==> config.mk <==
export PLATFORM = sky130hd
export DESIGN_NAME = risc_core_pipe
export DESIGN_NICKNAME = d
export VERILOG_FILES = /design/src/rtl/risc_core_pipe.sv
export SDC_FILE = /design/constraint.sdc
export NUM_CORES = 2
export LEC_CHECK = 0
export CORE_ASPECT_RATIO = 0.8
export CORE_MARGIN = 2
export CORE_UTILIZATION = 40
export DETAILED_ROUTE_END_ITERATION = 10
export GPL_TIMING_DRIVEN = 0
export SYNTH_ARGS = -nofsm -noshare
export SYNTH_HDL_FRONTEND = slang
export SYNTH_SLANG_ARGS = --single-unit
==> constraint.sdc <==
create_clock -name clk -period 10.3 [get_ports clk]
set_input_delay 1.03 -clock clk [delete_from_list [all_inputs] [get_ports clk]]
set_output_delay 1.03 -clock clk [all_outputs]
set_load 0.05 [all_outputs]
==> src/rtl/risc_core_pipe.sv <==
// Two-stage (fetch / execute-writeback) 16-bit LOAD/STORE/MOVE/MAC core with
// start/halt run control, branch-with-flush, persistent MAC accumulator and debug read port.
module risc_core_pipe #(
  parameter int unsigned ISA_WIDTH       = 16,
  parameter int unsigned REG_DATA_WIDTH  = 16,
  parameter int unsigned REG_ADDR_WIDTH  = 4,
  parameter int unsigned MEM_ADDR_WIDTH  = 5,
  parameter int unsigned IMEM_ADDR_WIDTH = 6,
  parameter int unsigned CNT_WIDTH       = 16
) (
  input  logic                       clk,
  input  logic                       rst,
  input  logic                       inst_wen,
  input  logic [IMEM_ADDR_WIDTH-1:0] inst_addr,
  input  logic [ISA_WIDTH-1:0]       input_inst,
  input  logic                       start,
  input  logic [REG_ADDR_WIDTH-1:0]  dbg_addr,
  output logic [REG_DATA_WIDTH-1:0]  dbg_data,
  output logic                       busy,
  output logic                       halted,
  output logic [IMEM_ADDR_WIDTH-1:0] pc,
  output logic [CNT_WIDTH-1:0]       retired
);

  localparam int NumRegs  = 2 ** REG_ADDR_WIDTH;
  localparam int DmemSize = 2 ** MEM_ADDR_WIDTH;
  localparam int ImemSize = 2 ** IMEM_ADDR_WIDTH;

  localparam logic [2:0] OpLoad  = 3'b000;
  localparam logic [2:0] OpStore = 3'b001;
  localparam logic [2:0] OpMove  = 3'b010;
  localparam logic [2:0] OpMac   = 3'b011;
  localparam logic [2:0] OpBnz   = 3'b100;
  localparam logic [2:0] OpHalt  = 3'b111;

  typedef enum logic [1:0] {StIdle, StRun, StHalted} state_e;

  state_e                      r_state, w_state_d;
  logic [IMEM_ADDR_WIDTH-1:0]  r_pc, w_pc_d;
  logic [ISA_WIDTH-1:0]        r_ir, w_ir_d;
  logic [IMEM_ADDR_WIDTH-1:0]  r_ir_pc, w_ir_pc_d;
  logic                        r_ir_valid, w_ir_valid_d;
  logic [CNT_WIDTH-1:0]        r_retired, w_retired_d;
  logic [REG_DATA_WIDTH-1:0]   r_acc;

  logic [ISA_WIDTH-1:0]        r_imem [ImemSize];
  logic [REG_DATA_WIDTH-1:0]   r_dmem [DmemSize];
  logic [REG_DATA_WIDTH-1:0]   r_regs [NumRegs];

  logic [2:0]                  w_op;
  logic [REG_ADDR_WIDTH-1:0]   w_rd, w_rs1, w_rs2;
  logic [4:0]                  w_imm5;
  logic [8:0]                  w_imm9;
  logic                        w_funct;
  logic [REG_DATA_WIDTH-1:0]   w_rd_val, w_rs1_val, w_rs2_val;
  logic [REG_DATA_WIDTH-1:0]   w_prod, w_mac;
  logic [MEM_ADDR_WIDTH-1:0]   w_ld_addr, w_st_addr;
  logic [IMEM_ADDR_WIDTH-1:0]  w_target;
  logic                        w_ex_valid, w_ex_halt, w_br_taken;

  // Decode of the instruction sitting in the EX stage
  assign w_op      = r_ir[15:13];
  assign w_rd      = REG_ADDR_WIDTH'(r_ir[12:9]);
  assign w_rs1     = REG_ADDR_WIDTH'(r_ir[8:5]);
  assign w_rs2     = REG_ADDR_WIDTH'(r_ir[4:1]);
  assign w_funct   = r_ir[0];
  assign w_imm5    = r_ir[4:0];
  assign w_imm9    = r_ir[8:0];

  assign w_rd_val  = r_regs[w_rd];
  assign w_rs1_val = r_regs[w_rs1];
  assign w_rs2_val = r_regs[w_rs2];

  assign w_prod    = w_rs1_val * w_rs2_val;
  assign w_mac     = w_funct ? (r_acc + w_prod) : w_prod;
  assign w_ld_addr = MEM_ADDR_WIDTH'(w_rs1_val + REG_DATA_WIDTH'(w_imm5));
  assign w_st_addr = w_rs1_val[MEM_ADDR_WIDTH-1:0];
  assign w_target  = r_ir_pc + IMEM_ADDR_WIDTH'($signed(w_imm9));

  assign w_ex_valid = r_ir_valid && (r_state == StRun);
  assign w_ex_halt  = w_ex_valid && (w_op == OpHalt);
  assign w_br_taken = w_ex_valid && (w_op == OpBnz) && (w_rd_val != '0);

  always_ff @(posedge clk or posedge rst) begin
    if (rst) begin
      r_state    <= StIdle;
      r_pc       <= '0;
      r_ir       <= '0;
      r_ir_pc    <= '0;
      r_ir_valid <= 1'b0;
      r_retired  <= '0;
    end else begin
      r_state    <= w_state_d;
      r_pc       <= w_pc_d;
      r_ir       <= w_ir_d;
      r_ir_pc    <= w_ir_pc_d;
      r_ir_valid <= w_ir_valid_d;
      r_retired  <= w_retired_d;
    end
  end

  always_comb begin
    w_state_d    = r_state;
    w_pc_d       = r_pc;
    w_ir_d       = r_ir;
    w_ir_pc_d    = r_ir_pc;
    w_ir_valid_d = r_ir_valid;
    w_retired_d  = r_retired;
    case (r_state)
      StIdle: begin
        if (start) begin
          w_state_d    = StRun;
          w_pc_d       = '0;
          w_ir_valid_d = 1'b0;
        end
      end
      StRun: begin
        w_ir_d       = r_imem[r_pc];
        w_ir_pc_d    = r_pc;
        w_ir_valid_d = 1'b1;
        w_pc_d       = r_pc + IMEM_ADDR_WIDTH'(1);
        if (w_ex_valid && (w_op != OpHalt)) begin
          w_retired_d = r_retired + CNT_WIDTH'(1);
        end
        // HALT discards the fetched successor and freezes pc on the address after it
        if (w_ex_halt) begin
          w_state_d    = StHalted;
          w_ir_valid_d = 1'b0;
          w_pc_d       = r_pc;
        end else if (w_br_taken) begin
          w_pc_d       = w_target;
          w_ir_valid_d = 1'b0;
        end
      end
      StHalted: begin
        if (start) begin
          w_state_d    = StRun;
          w_pc_d       = '0;
          w_ir_valid_d = 1'b0;
          w_retired_d  = '0;
        end
      end
      default: w_state_d = StIdle;
    endcase
  end

  always_ff @(posedge clk or posedge rst) begin
    if (rst) begin
      for (int i = 0; i < NumRegs; i++) begin
        r_regs[i] <= '0;
      end
      r_acc <= '0;
    end else if (w_ex_valid) begin
      case (w_op)
        OpLoad:  r_regs[w_rd] <= r_dmem[w_ld_addr];
        OpMove:  r_regs[w_rd] <= REG_DATA_WIDTH'(w_imm9);
        OpMac: begin
          r_regs[w_rd] <= w_mac;
          r_acc        <= w_mac;
        end
        default: ;
      endcase
    end
  end

  // Memories are never cleared; the guard on rst keeps an aborted run from writing
  always_ff @(posedge clk) begin
    if (!rst && w_ex_valid && (w_op == OpStore)) begin
      r_dmem[w_st_addr] <= w_rs2_val;
    end
  end

  always_ff @(posedge clk) begin
    if (!rst && inst_wen && (r_state != StRun)) begin
      r_imem[inst_addr] <= input_inst;
    end
  end

  assign dbg_data = r_regs[dbg_addr];
  assign busy     = (r_state == StRun);
  assign halted   = (r_state == StHalted);
  assign pc       = r_pc;
  assign retired  = r_retired;

endmodule

---- Word-level counts from Yosys, hierarchy flattened ----
Memories as Yosys holds them, arrays and structs flattened. A register that Yosys moved wholly into a read port is not among the register bits.
Cells that the tools add are included.
storage, ports and cells
  input port bits ......................... 30
  bits in read-only memories .............. 0
  latch bits .............................. 0
  bits in registers ....................... 303
  bits in writable memories ............... 1536
  memories ................................ 2
  logic and storage cells ................. 114
operators by class
  eq/ne operators ......................... 14
  order comparisons ....................... 5
  reduce and logical (&&, ||, !) cells .... 24
  bitwise logic cells ..................... 4
  add/sub/neg operators ................... 5
  shift operators ......................... 0
  divide/modulo/power cells ............... 0
  multipliers ............................. 1
  mux-type cells .......................... 37
memory list
  name    depth  bits a word  read ports  clocked after Yosys merged registers in  wr ports  RTL line  source
  r_imem  64     16           1           1                                        1         46        logic [ISA_WIDTH-1:0] r_imem [ImemSize];
  r_dmem  32     16           1           0                                        1         47        logic [REG_DATA_WIDTH-1:0] r_dmem [DmemSize];
operators with widths
  operator               number
  $bwmux 256             3
  $pmux 256 s3           1
  $bmux 16 s4            4
  $mux 16                12
  $demux 16 s4           1
  $pmux 16 s2            1
  $ge 5x5->1 const B     4
  $not 4->5              4
  $mux 6                 3
  $add 16x1->16 const B  1
  $add 16x16->16         1
  $mul 16x16->16         1
  $reduce_bool 16->1     1
  $pmux 6 s2             1
  $logic_and 1x1->1      10
  $ne 2x1->1 const B     4
  $reduce_and 2->1       4
  $mux 1                 7
  $add 6x1->6 const B    1
  $add 6x6->6            1
  $eq 3x2->1 const B     2
  $eq 3x3->1 const B     2
  $reduce_and 3->1       2
  $add 5x5->5            1
  other kinds (15)       18

---- Longest topological paths before layout ----
  word-level depth ........................ 9
  mapped depth ............................ 40
  depth with buffers taken out ............ 34

---- Worst setup path before layout ----
No wires, ideal clock.
  kind .................................... input -> register
  start point ............................. in rst
  end point ............................... mem r_imem[63][0] (enable)
  buffers on the path ..................... 0
  required time ........................... 9911 ps
  arrival time ............................ 9460 ps
  path slack .............................. 452 ps
  cell stages on the path ................. 4
  cell sequence ........................... inv_1 -> and4b_1 -> nand3_1 -> nor2_1
between the ends
  longest elaborated chain between the ends .. 5
RTL lines
  element                         RTL line  source
  start, declared                 12        input logic rst,
  $logic_not 1->1                 174       if (!rst && inst_wen && (r_state != StRun)) begin
  $logic_and 1x1->1 (2 in a row)  174
  $mux 1                          174
  $mux 1 (not written as such)    175       r_imem[inst_addr] <= input_inst;
  end, declared                   46
Every way passes these cells.

==> results by stage <==
Run status:
- The run finished, with violations left.
- The final reports fail on capacitance limit.

Global route:
- The first global-routing pass estimated 369000 um of wire.
- The number of antenna violations at the first check in global routing was 23.
- The via count of the first global-routing pass was 46.4k.
- The maximum number of pins on one net before global-route repair is 123.
- Global routing used 25.0% of the available tracks.
- Summed over all layers, the global routing overflow is 0.

STA:
- Measured against its own limit, the worst slew margin works out to 1.24%.
- Setup violations remaining at the end of the flow were counted as 0.
- The number of max-slew violations in the final report is 0.
- The clock skew is 62.4 ps.
- For this run, the top clock speed supported by timing is 99.0 MHz.
- For the pin with the worst max-slew slack, the measured transition is 1480 ps.
- Setup repair after global routing left no endpoint under its margin.
- The final number of hold-violating endpoints is 0.
- The final critical path takes up 98.1% of the cycle.
- The post-route minimum period is 10110 ps.

Placed design:
- Once placement completed, the tool counted placed cells totaling 7351.
- The placed wire-length estimate is 187000 um.
- After detailed placement, the total cell area comes to 88800 um2.
- Port buffering added 62 buffers.
- The final RePlAce weighted congestion is 1.02.

Setup path:
- Along the worst path, the maximum fanout reaches 11.
- The critical-path cell with the highest stage delay is fa_1.
- The critical path class is flop to flop.
- The launch instance of the worst register-to-register path is r_ir[6].
- STA classifies the critical path startpoint as a flop.
- Counting stages on the worst path, the most repeated cell is fa_1.
- At the worst endpoint, the required time is 10950 ps.
- The arrival time at the worst endpoint is 10750 ps.
- The worst register-to-register path has a depth of 33.
- The worst setup path is captured at a flop.
- The delay of the slowest cell on the worst path is 580 ps.
- For flop-to-flop paths, the worst setup slack is 190 ps.

Worst hold path:
- For hold timing, the worst endpoint is r_acc[5].
- In this run the most critical hold path is launched from r_acc[5].
- The worst hold path was traced through 2 stages.
- The path class of the tightest hold or removal check is flop to flop.

Floorplan:
- The number of rows in the core area is 148.
- For this design the top-level I/O count stands at 70.
- The die is 511 um wide.
- The core footprint is 204000 um2.
- In this run the vertical extent of the chip is 410 um.
- For this configuration, the core starts out at a cell density of 40.4%.
- The area enclosed by the die boundary is 210000 um2.

Clock tree:
- The clock-pin slew on the worst setup and hold paths is 60 ps.
- The H-tree depth is 4.
- The TritonCTS sink count is 1855.
- TritonCTS built the clock tree.
- The clock root buffer is clkbuf_16.
- The number of hold buffers added after CTS was 0.
- The number of clock buffers added by TritonCTS is 185.
- The worst-case clock buffer depth is 3.
- The clock insertion delay at the later pin of the skew report is 840 ps.

Yosys:
- The number of nets handed over by synthesis was 4655.
- In the synthesized netlist, the number of instances is 4467.
- In the synthesized netlist the dominant register cell turns out to be edfxtp_1.
- In this run, synthesis produced a sequential element count of 1855.
- For this run, the number of Yosys warnings is 0.
- The number of synthesized flops with an enable pin is 1536.
- Counting distinct cell types in the post-synthesis netlist gives 67.
- The synthesized area divided by synthesized cell count is 18.4 um2.
- The cell area after technology mapping is 82400 um2.
- After synthesis, flip-flops and latches occupy 65.7% of the total area.
- The fraction of synthesis flops using an asynchronous set or reset pin is 17.2%.

Final layout:
- The non-filler instance count after layout is 7694.
- In the layout the commonest cells are edfxtp_1, mux4_2, nand2_1, dfrtp_1, clkbuf_1.
- The area overhead of the layout relative to synthesis is 15.5%.
- The number of nets in the layout is 5034.
- The commonest non-fill, non-tap cell in the layout is edfxtp_1.
- The finished cells cover 95100 um2.
- The share of cells above drive strength 1 is 27.8%.

Detailed routing:
- Once detail routing completed, the nets flagged for antenna violations numbered 0.
- The first detailed-routing pass ran for 8 iterations.
- For this block, the routed nets add up to 262000 um of wire.
- After detailed routing, the wire length on met1 is 113000 um.
- The first routing iteration left 7279 violations.
- The highest routed metal layer is met5.
- Dividing the detail-routed wire length by the instance count gives 34.0 um.
- The number of remaining DRC errors is 0.
- The via total after detailed routing is 47.8k.
- After detailed routing, the met3 layer carries 33600 um of wire.
- In the detailed route, the total length drawn on met2 is 107000 um.
- Dividing the detail-routed via count by the number of cells gives 6.21.

Run:
- Max-cap violations in this run came to 1.
[repair_timing]
item                       4_1_cts  5_1_grt
pin swaps                        0        2
setup endpoints to repair      104      105
gates resized for setup         14       25
cloned                           2        0
buffers inserted                 1        5
[per-layer routing]
| layer | track usage, % | up-vias |
|---|---|---|
| met5 | 0 | - |
| li1 | - | 18739 |
| met3 | 7.77 | 456 |
| met1 | 38.6 | 25465 |
| met4 | 7.09 | 14 |
| met2 | 33.8 | 3077 |
[layout make-up]
class	instances	area, um2
Fill cell	17148	109000
Inverter	146	563
Clock buffer	244	4980
Clock inverter	90	1110
Antenna cell	1	2.50
Multi-Input combinational cell	2203	26900
Sequential cell	1855	54100
Buffer	263	1240
Timing Repair Buffer	190	2800
Timing Repair inverter	2	10.0
Tap cell	2700	3380
[logic make-up after synthesis]
kind of cell / after synthesis / synth area share, %
buffers and inverters: 409 / 2.10
muxes: 835 / 21.3
and+or+nand+nor: 758 / 4.05
DFF: 1855 / 65.7
xor gates and xnor gates: 71 / 0.781
adders and majority gates: 158 / 3.16
AOI/OAI and AO/OA: 381 / 2.93
[how the worst max path moves through the flow]
stage,end,slack [ps],start,cells after the start
final,flop,190,r_ir[6],33
after CTS,flop,30,r_ir[5],35
after global placement,r_imem[55][10],-4780,rst,5
after detailed placement,flop,-730,r_ir[2],33
after global routing,flop,20,r_ir[6],36
after floorplan,async pin,430,rst,1
[critical path, delay by kind of cell, from the launching register on]
| kind | cells | cell delay (ps) |
|---|---|---|
| flops | 1 | 320 |
| buf+inv | 10 | 2130 |
| simple gates | 4 | 680 |
| fa+ha+maj | 8 | 3380 |
| mux | 1 | 450 |
| compound gates | 7 | 2020 |
| xor+xnor | 3 | 880 |
[synth_stat cells (5+ instances only)]
master / instances / area, um2
nand2_1: 357 / 1340
nand3_1: 21 / 105
o21ai_2: 10 / 87.6
and2_1: 21 / 131
xor2_1: 19 / 166
dfrtp_1: 319 / 7980
buf_1: 52 / 195
nor2_1: 196 / 736
xnor2_1: 50 / 438
buf_4: 8 / 60.1
o31ai_1: 9 / 67.6
nor2b_1: 28 / 175
nand2b_1: 11 / 68.8
o21ai_0: 159 / 796
nor3_1: 16 / 80.1
mux2i_1: 38 / 380
ha_1: 75 / 938
o21ai_1: 7 / 35.0
buf_2: 30 / 150
a21oi_1: 62 / 310
clkbuf_1: 162 / 608
mux2_2: 77 / 867
a21o_1: 10 / 75.1
mux4_2: 698 / 15700
buf_6: 5 / 56.3
a22oi_1: 31 / 233
nor4_1: 66 / 413
fa_1: 83 / 1660
inv_1: 142 / 533
edfxtp_1: 1536 / 46100
mux4_1: 21 / 552
nand4_1: 21 / 131
a22o_1: 59 / 517
[metrics by stage]
step	TNS (ps)	util, %	setup WS [ps]	hold slack [ps]
after floorplan	0	-	429	456
after global placement	-3887120	42.3	-4780	475
after detailed placement	-29410	43.5	-729	483
after CTS	0	46.6	29.3	496
after global routing	0	46.6	17.8	531
final	0	46.6	194	494
Power is not shown: default switching activity piles up to over one toggle a cycle in this logic, so the estimate is an artifact.
